`config.mk`:
```
export PLATFORM = sky130hd
export DESIGN_NAME = sync_fifo
export DESIGN_NICKNAME = d
export VERILOG_FILES = /design/src/rtl/sync_fifo.sv
export SDC_FILE = /design/constraint.sdc
export NUM_CORES = 1
export LEC_CHECK = 0
export BUFFER_PORTS_ARGS = -buffer_cell sky130_fd_sc_hd__clkbuf_2
export CAP_MARGIN = 20
export CORE_UTILIZATION = 35
export DETAILED_ROUTE_END_ITERATION = 8
export HOLD_SLACK_MARGIN = 0.1
export MAX_ROUTING_LAYER = met4
export PLACE_DENSITY = 0.63
export SKIP_LAST_GASP = 1
export SLEW_MARGIN = 40
export SYNTH_ARGS = -nofsm -noshare
export SYNTH_HDL_FRONTEND = slang
export SYNTH_SLANG_ARGS = --single-unit
```
`constraint.sdc`:
```
create_clock -name clk -period 2.65 [get_ports clk]
set_input_delay 0.3975 -clock clk [delete_from_list [all_inputs] [get_ports clk]]
set_output_delay 0.3975 -clock clk [all_outputs]
set_load 0.02 [all_outputs]
```
`src/rtl/sync_fifo.sv`:
```
// Single-clock FIFO with registered full/empty/almost_full flags and a selectable
// standard or first-word-fall-through read port. Define SYNC_FIFO_DATA_COUNT_EN to add data_count.
module sync_fifo #(
  parameter int    WIDTH     = 8,
  parameter int    DEPTH     = 8,
  parameter string FIFO_TYPE = "std"
) (
  input  logic             clk,
  input  logic             rst,
  input  logic             wr_en,
  input  logic             rd_en,
  input  logic [WIDTH-1:0] data,
  output logic [WIDTH-1:0] dout,
  output logic             full,
  output logic             empty,
  output logic             almost_full
`ifdef SYNC_FIFO_DATA_COUNT_EN
  ,
  output logic [$clog2(DEPTH):0] data_count
`endif
);

  localparam int AW = $clog2(DEPTH);
  localparam logic [AW:0] DEPTH_P  = (AW+1)'(DEPTH);
  localparam logic [AW:0] DEPTH_M1 = (AW+1)'(DEPTH - 1);
  localparam bit IS_FWFT = (FIFO_TYPE == "fwft");

  logic [WIDTH-1:0] mem [DEPTH];
  logic [AW:0]      wr_ptr, rd_ptr;
  logic [AW:0]      wr_ptr_nxt, rd_ptr_nxt, occ_nxt;
  logic             wr_eff, rd_eff;
  logic [AW-1:0]    rd_addr;

  assign wr_eff     = wr_en & ~full;
  assign rd_eff     = rd_en & ~empty;
  assign wr_ptr_nxt = wr_ptr + (AW+1)'(wr_eff);
  assign rd_ptr_nxt = rd_ptr + (AW+1)'(rd_eff);
  // Pointer MSB is a wrap flag, so the modular difference is the occupancy.
  assign occ_nxt    = wr_ptr_nxt - rd_ptr_nxt;
  assign rd_addr    = rd_ptr[AW-1:0];

  always_ff @(posedge clk or posedge rst) begin
    if (rst) begin
      wr_ptr      <= '0;
      rd_ptr      <= '0;
      full        <= 1'b0;
      empty       <= 1'b1;
      almost_full <= 1'b0;
    end else begin
      wr_ptr      <= wr_ptr_nxt;
      rd_ptr      <= rd_ptr_nxt;
      full        <= (occ_nxt == DEPTH_P);
      empty       <= (occ_nxt == '0);
      almost_full <= (occ_nxt >= DEPTH_M1);
    end
  end

  // Storage is deliberately not reset.
  always_ff @(posedge clk) begin
    if (wr_eff) mem[wr_ptr[AW-1:0]] <= data;
  end

  generate
    if (IS_FWFT) begin : g_fwft
      // Forced to zero while empty so the output is defined out of reset.
      assign dout = empty ? '0 : mem[rd_addr];
    end else begin : g_std
      logic [WIDTH-1:0] dout_q;
      always_ff @(posedge clk or posedge rst) begin
        if (rst)         dout_q <= '0;
        else if (rd_eff) dout_q <= mem[rd_addr];
      end
      assign dout = dout_q;
    end
  endgenerate

`ifdef SYNC_FIFO_DATA_COUNT_EN
  always_ff @(posedge clk or posedge rst) begin
    if (rst) data_count <= '0;
    else     data_count <= occ_nxt;
  end
`endif

endmodule

```
==> results, run 1 <==
- Entering global routing, the biggest net connects 25 pins.
- In this run, the number of DRC markers left after iteration 0 of detailed routing was 56.
- Clock tree synthesis inserted a total of 9 buffers.
- Setup repair after global routing left no endpoint under its margin.
- The share of final-layout standard cells stronger than drive strength 1 is between 20 and 30%.
- The number of cell rows is 35.
- The horizontal die dimension is ~100 um.
- Dividing the final minimum period by the clock period gives 88.5%.
- The share of the Yosys chip area taken by registers is 71.5%.
- The CTS tree is built.
- The post-synthesis register bit count is just over 80.
- The vias after detailed routing is 1692.
- The deepest level of the CTS H-tree is 3.
- Clock-pin slew was measured on the worst setup and hold paths at around 0.080 ns.
- Adding up every negative setup slack in the final design gives 0 ns.
- The leakage dissipation is around 1.5 nW.
- Global routing used 13.0% of the available tracks across all layers.
- In the layout the commonest cells are 64 x sky130_fd_sc_hd__edfxtp_1, 22 x sky130_fd_sc_hd__clkbuf_2, 18 x sky130_fd_sc_hd__dfrtp_1, 17 x sky130_fd_sc_hd__mux2i_1, 12 x sky130_fd_sc_hd__buf_4.
- The final weighted congestion in routability-driven placement is between 0.7 and 0.8.
- The count of input and output buffers is 22.
- At the later pin of the worst-skew pair, clock insertion delay measures 0.35 ns.
- For this block, the routed nets add up to 5780 um of wire.
- In this run the remaining antenna-violating nets after routing total 0.
- The placeable core area is between 0.009 and 0.01 mm^2.
- The first detailed-routing pass ran for 4 iterations.
- The share of Yosys cell area claimed by the top area cell type is about 57%.
- The number of global-route vias before repair came to roughly 1700.
- After synthesis, the netlist uses 30 different library cells.
- STA puts the critical path data required time at ~2.9 ns.
- Counting every sink on the clock net gives between 80 and 90.
- In this run the critical register-to-register path is launched from empty.
- STA classifies the critical path endpoint as a register.
- The post-synth design cell area is approximately 0.0034 mm^2.
- The endpoint of the worst register-to-register path is empty.
- The area of the die is 0.00998 mm^2.
- The path type of the worst setup path is register to register.
- The area growth from synthesis to layout is 14.8%.
- The commonest non-fill, non-tap cell in the layout is sky130_fd_sc_hd__edfxtp_1.
- The I/O pin count is 23.
- The post-synth net total is 212.
- Once the floorplan was initialized, standard cells occupied between 30% and 40% of the core.
- The dominant cell type by area after synthesis is sky130_fd_sc_hd__edfxtp_1.
- The final number of max-transition violations is 0.
- The biggest fanout along the worst timing path is 3.
- The die boundary height is 99.9 um.
- The repair_antennas step left the layout with diodes totalling 0.
- Dividing the synthesized area by the synthesized cell count gives about 17 um^2.
- The detail-routed net length per standard cell is 15.9 um.
- For this run the aggregate overflow at the end of global routing stands at 0.
- The finished layout cell area is approximately 0.0038 mm^2.
- The source of the critical timing path is empty.
- The worst setup path endpoint is empty.
- By area the synthesized netlist is led by sky130_fd_sc_hd__edfxtp_1 57%, sky130_fd_sc_hd__dfrtp_1 13%, sky130_fd_sc_hd__mux4_2 5.4%.
- The CTS root buffer is sky130_fd_sc_hd__clkbuf_8.
- The class of the tightest hold or removal check is input port to asynchronous set/reset pin.
- The number of gates given a new drive strength after cts is 0.
- The initial antenna violation count came to 0.
- IR analysis of the VDD net gives a maximum drop of roughly 0.43 mV.
- For the final database, setup skew stands at between 0.007 and 0.008 ns.
- Setup violations remaining at the end of the flow were counted as 0.
- In the routed design, unresolved DRC markers number 0.
- The first global-routing pass estimated ~9000 um of wire.
- The data arrival time of the worst path is about 2.6 ns.
- The worst register-to-register path has a setup slack of ~0.3 ns.
- In the synthesized netlist, the number of instances is ~190.
- The buffer depth of the longest clock path is 2.
- STA classifies the critical path startpoint as a register.
- The hold buffer count at CTS is 0.
- The run finished with clean final reports.
- Dividing the detail-routed via count by the number of cells gives 4.66.
- The power density of the placed cells is 1130 mW/mm^2.
- The post-DP HPWL is 3650 um.
- The total count of hold-check failures in the final report is 0.
- The number of cell instances on the worst register-to-register path is 10.
- In this run the cell area measured after placement is ~0.0037 mm^2.
- The routed design could run at a clock period as short as ~2.3 ns.
- Across the run, the number of max-cap violations was 0.
- The count of warnings emitted by yosys is 0.
- The headroom to the max-slew limit is 52.4%.
- The transition time of the tightest slew-check pin is just over 0.7 ns.
- The highest clock rate is 0.427 GHz.
- The number of setup buffers added after CTS is 0.
- The final layout contains ~250 nets.
worst min-delay path by stage:
stage             endpoint  cells past startpoint  slack, ns
6_report           dout[2]                      2       0.13
5_1_grt          rd_ptr[3]                      2       0.19
4_1_cts          rd_ptr[3]                      2       0.15
3_5_place_dp       dout[0]                      2       0.48
3_3_place_gp       dout[0]                      2       0.47
2_1_floorplan  almost_full                      1       0.35
through the flow:
step	instances	power [W]	hold slack [ns]	utilization (%)	worst slack (ns)
4_1_cts	363	0.00439	0.146	41.7	0.278
3_5_place_dp	347	0.00349	0.475	39.5	0.293
2_1_floorplan	192	0.00311	0.348	-	0.0478
6_report	363	0.00433	0.132	41.7	0.306
3_3_place_gp	347	0.00346	0.467	39.5	0.328
5_1_grt	363	0.00459	0.191	41.7	0.175
report_power, final:
group | internal, W | leakage, nW | switching, W
clock network | 0.000439 | 0.0923 | 0.000453
logic | 0.000734 | 0.558 | 0.000887
registers | 0.00170 | 0.807 | 0.000121
total | 0.00287 | 1.46 | 0.00146
cell usage after synthesis:
cell type and number:
sky130_fd_sc_hd__xnor2_2 2, sky130_fd_sc_hd__edfxtp_1 64, sky130_fd_sc_hd__buf_2 1, sky130_fd_sc_hd__nand3_2 1, sky130_fd_sc_hd__mux4_2 8, sky130_fd_sc_hd__a21oi_1 1, sky130_fd_sc_hd__xnor3_1 1, sky130_fd_sc_hd__nor2_1 7
sky130_fd_sc_hd__inv_1 7, sky130_fd_sc_hd__buf_12 1, sky130_fd_sc_hd__o21ai_1 8, sky130_fd_sc_hd__mux2_2 5, sky130_fd_sc_hd__dfrtp_1 18, sky130_fd_sc_hd__nand2_1 10, sky130_fd_sc_hd__xnor2_1 1, sky130_fd_sc_hd__fa_1 1
sky130_fd_sc_hd__mux2i_1 17, sky130_fd_sc_hd__xor2_1 2, sky130_fd_sc_hd__buf_6 1, sky130_fd_sc_hd__clkbuf_1 2, sky130_fd_sc_hd__a21o_1 1, sky130_fd_sc_hd__o221ai_1 5, sky130_fd_sc_hd__nor2b_1 2, sky130_fd_sc_hd__ha_1 7
sky130_fd_sc_hd__nor3_1 2, sky130_fd_sc_hd__buf_4 3, sky130_fd_sc_hd__nand3_1 7, sky130_fd_sc_hd__nand2b_1 5, sky130_fd_sc_hd__o31ai_1 1, sky130_fd_sc_hd__dfstp_2 1
sequential cells by signal, indices dropped and copies added (netlist names):
signal	flops
almost_full	1
dout	8
empty	1
full	1
mem	64
rd_ptr	4
wr_ptr	4
critical path, cell delays in order (launching register included):
cell and delay [ns]:
sky130_fd_sc_hd__dfstp_2 0.53, sky130_fd_sc_hd__nand2b_2 0.11, sky130_fd_sc_hd__inv_1 0.04, sky130_fd_sc_hd__ha_1 0.20, sky130_fd_sc_hd__ha_1 0.34, sky130_fd_sc_hd__inv_1 0.06
sky130_fd_sc_hd__ha_1 0.28, sky130_fd_sc_hd__a21o_1 0.16, sky130_fd_sc_hd__a21oi_1 0.16, sky130_fd_sc_hd__xnor3_1 0.26, sky130_fd_sc_hd__nor2b_1 0.14
final cells by class:
type,instances,area (um^2)
fillers,830,5390
flip-flops and latches,83,2400
multi-input cells,94,865
repair buffers,34,200
well taps,129,161
clock buffers,9,124
clock inverters,7,75.1
inverters,7,26.3
kinds of logic (layout without fill, tap and decap cells):
group | after synthesis | after routing | share of synthesized area, %
buffers and inverters | 15 | 57 | 2.76
AO/OA/AOI/OAI | 16 | 16 | 3.10
AND/OR/NAND/NOR | 34 | 34 | 4.85
adder cells (fa/ha/maj) | 8 | 8 | 3.21
flip-flops | 83 | 83 | 71.5
multiplexers | 30 | 30 | 12.1
XOR/XNOR | 6 | 6 | 2.43
per-layer routing:
metal	vias up	GRT usage, %	part of all wire [%]
li1	797	-	-
met1	836	16.1	46
met2	49	20.4	48
met3	10	3.83	4.9
met4	0	4.41	1.1
met5	-	-	0
Power figures use the tool's default switching activity.
==> run 2: changes to the inputs <==
Settings changed: ABC_CLOCK_PERIOD_IN_PS set to 2650, CORE_UTILIZATION 35 to 49, PLACE_DENSITY 0.63 to 0.79, RECOVER_POWER set to 25.
==> results, run 2 (synthesis gave the netlist of run 1 again) <==
- The power density of the placed cells is 1160 mW/mm^2 (+3.3%).
- The total count of hold-check failures in the final report came to 0 (unchanged).
- The worst setup path is captured at a register.
- The clock power share came to 21.9% (+1.3 points).
- The headroom to the max-slew limit is 54.0% (+1.6 points).
- Setup repair after global routing left no endpoint under its margin.
- The worst-case clock skew is 0.00666 ns (-0.00131 ns).
- The shortest clock period the worst path allows after layout was 2.38 ns (+0.0397 ns).
- The switching share of total power is 32.8% (-0.96 points).
- The worst hold path belongs to the class input port to asynchronous set/reset pin.
- The vias after detailed routing is 1693 (+0.059%).
- The data arrival time of the worst path was 2.67 ns (+0.04 ns).
- The number of max-cap violations is 0 (unchanged).
- The path type of the worst setup path is register to register.
- The worst vdd rail ir drop is 0.502 mV (+17%).
- The commonest non-fill, non-tap cell in the layout is sky130_fd_sc_hd__edfxtp_1.
- The area of the die is 0.00718 mm^2 (-28%).
- The die boundary height is 84.7 um (-15%).
- The total global routing overflow is 0 (unchanged).
- The ratio of final minimum period to clock period came to 90.0% (+1.5 points).
- The final wirelength is 5560 um (-3.9%).
- The post-DP HPWL was 3650 um (about the same).
- The buffer depth of the longest clock path is 2 (unchanged).
- The total clock sinks came to 83 (unchanged).
- The placeable core area came to 0.00649 mm^2 (-30%).
- The final weighted congestion in routability-driven placement came to 0.807 (+8.1%).
- The leakage dissipation is 1.45 nW (-0.25%).
- The share of final-layout standard cells stronger than drive strength 1 is 26.1% (-3.0 points).
- The all-layer global routing usage is 18.4% (+5.4 points).
- The area overhead of the layout relative to synthesis is 13.2%.
- The number of global-route vias before repair is 1737 (+2.3%).
- The library cells used most frequently in the layout, excluding fill and tap cells, are 64 x sky130_fd_sc_hd__edfxtp_1, 18 x sky130_fd_sc_hd__dfrtp_1, 17 x sky130_fd_sc_hd__mux2i_1, 16 x sky130_fd_sc_hd__clkbuf_2, 12 x sky130_fd_sc_hd__buf_4.
- The number of buffers added by the clock tree synthesis step is 9 (unchanged).
- The count of input and output buffers is 22 (unchanged).
- The pin count of the biggest net entering global routing was 25 (unchanged).
- The final number of max-transition violations is 0 (unchanged).
- The initial antenna violation count was 0 (unchanged).
- The starting density of the core is 51.6% (+15 points).
- The number of gates given a new drive strength after cts was 0 (unchanged).
- The vias per cell is 5.44 (+17%).
- The register share of total power was 41.3% (-0.7 points).
- The horizontal die dimension was 84.7 um (-15%).
- The flip-flop count of the largest register after layout came to 64 (unchanged).
- The number of fill cells in the layout is 512 (-38%).
- The first-pass iteration count of the detailed router is 6 (+2).
- The number of setup buffers added after CTS is 0 (unchanged).
- The post-CTS clock slew at the launch and capture registers of the worst setup and hold paths is 0.08 ns (about the same).
- The count of antenna-violating nets left after detailed routing is 0 (unchanged).
- The final reports fail on design-rule violations.
- The design internal power is 0.00297 W (+3.3%).
- The detail-routed net length per standard cell is 17.9 um (+12%).
- The total negative setup slack is 0 ns (unchanged).
- The number of cell rows is 29 (-17%).
- The biggest fanout along the worst timing path is 3 (unchanged).
- The required time of the critical path is 2.94 ns (about the same).
- The I/O pin count is 23 (unchanged).
- The number of setup violations in the final report is 0 (unchanged).
- The post-placement cell count came to 295 (-15%).
- The count of inserted antenna diode cells is 0 (unchanged).
- The non-filler instance count after layout is 311 (-14%).
- The wire length of the first global-routing pass is 9060 um (+0.92%).
- The end-of-flow core utilization came to 58.4% (+17 points).
- The number of nets in the layout is 249 (unchanged).
- The deepest level of the CTS H-tree is 3 (unchanged).
- The transition time of the tightest slew-check pin was 0.689 ns (-0.0237 ns).
- The count of unresolved DRC violations after routing is 2 (+2).
- The power dissipated by switching net loads is 0.00145 W (-1.0%).
- STA classifies the critical path startpoint as a register.
- TritonCTS built the clock tree.
- The number of design-rule violations left by the first detailed-router iteration is 79 (+41%).
- The hold buffer count at CTS is 0 (unchanged).
- The highest clock rate is 0.419 GHz (-1.7%).
- The flow ran to the end, but the final reports show violations.
- The tree is rooted in a sky130_fd_sc_hd__clkbuf_8.
- The clock insertion delay at the later pin of the skew report is 0.35 ns (about the same).
- The combinational share of power is 36.8% (-0.6 points).
[run 2: cell types whose count changed in the layout (fill, tap and decap cells not counted), sizes merged]
cell	delta
clkinv	+2
clkinvlp	-2
inv	-2
bufinv	+1
clkbuf	+1
[run 2: final cells by class]
type	instances	area [um^2]	share of cell area, %
Sequential cell	83	2400	63.2
Multi-Input combinational cell	94	865	22.8
Timing Repair Buffer	34	193	5.08
Clock buffer	10	128	3.36
Tap cell	77	96.3	2.54
Clock inverter	6	90.1	2.37
Inverter	7	26.3	0.692
[run 2: power by group through the flow]
stage	Combinational [W]	Sequential, W	Clock [W]
2_1_floorplan	0.00119	0.00192	0
3_3_place_gp	0.00160	0.00184	0
3_5_place_dp	0.00164	0.00185	0
4_1_cts	0.00165	0.00182	0.000983
5_1_grt	0.00179	0.00185	0.00103
6_report	0.00163	0.00182	0.000968
[run 2: per-stage QoR]
step | total power (W) | worst slack, ns | cell area (um^2) | hold slack [ns]
floorplan | 0.00311 | 0.0478 | 3360 | 0.348
global placement | 0.00344 | 0.343 | 3590 | 0.467
detailed placement | 0.00349 | 0.268 | 3590 | 0.474
CTS | 0.00446 | 0.260 | 3800 | 0.141
global route | 0.00467 | 0.161 | 3800 | 0.197
finish | 0.00441 | 0.266 | 3800 | 0.121
[run 2: path summary, 6_finish.rpt]
path | startpoint | endpoint | slack, ns | cells past startpoint
setup / recovery | empty | empty | 0.27 | 10
hold / removal | rst | dout[0] | 0.12 | 2
setup reg to reg | empty | empty | 0.27 | 10
hold reg to reg | dout[7] | dout[7] | 0.48 | 2
max in group asynchronous | rst | rd_ptr[0] | 2.09 | 2
min in group clk | data[1] | mem[4][1] | 0.35 | 1
[run 2: layer usage]
metal	GRT usage, %	up-vias	share of wire (%)
li1	-	797	-
met2	28.3	29	49
met5	-	-	0
met1	23.1	857	46
met4	10.2	0	2.6
met3	3.54	10	2.4
[run 2: critical path, cell delays in order, from the launching register on]
cell and delay, ns:
sky130_fd_sc_hd__dfstp_2 0.53, sky130_fd_sc_hd__nand2b_2 0.11, sky130_fd_sc_hd__inv_1 0.04, sky130_fd_sc_hd__ha_1 0.20, sky130_fd_sc_hd__ha_1 0.34, sky130_fd_sc_hd__inv_1 0.06
sky130_fd_sc_hd__ha_1 0.28, sky130_fd_sc_hd__a21o_1 0.15, sky130_fd_sc_hd__a21oi_1 0.19, sky130_fd_sc_hd__xnor3_1 0.27, sky130_fd_sc_hd__nor2b_1 0.15
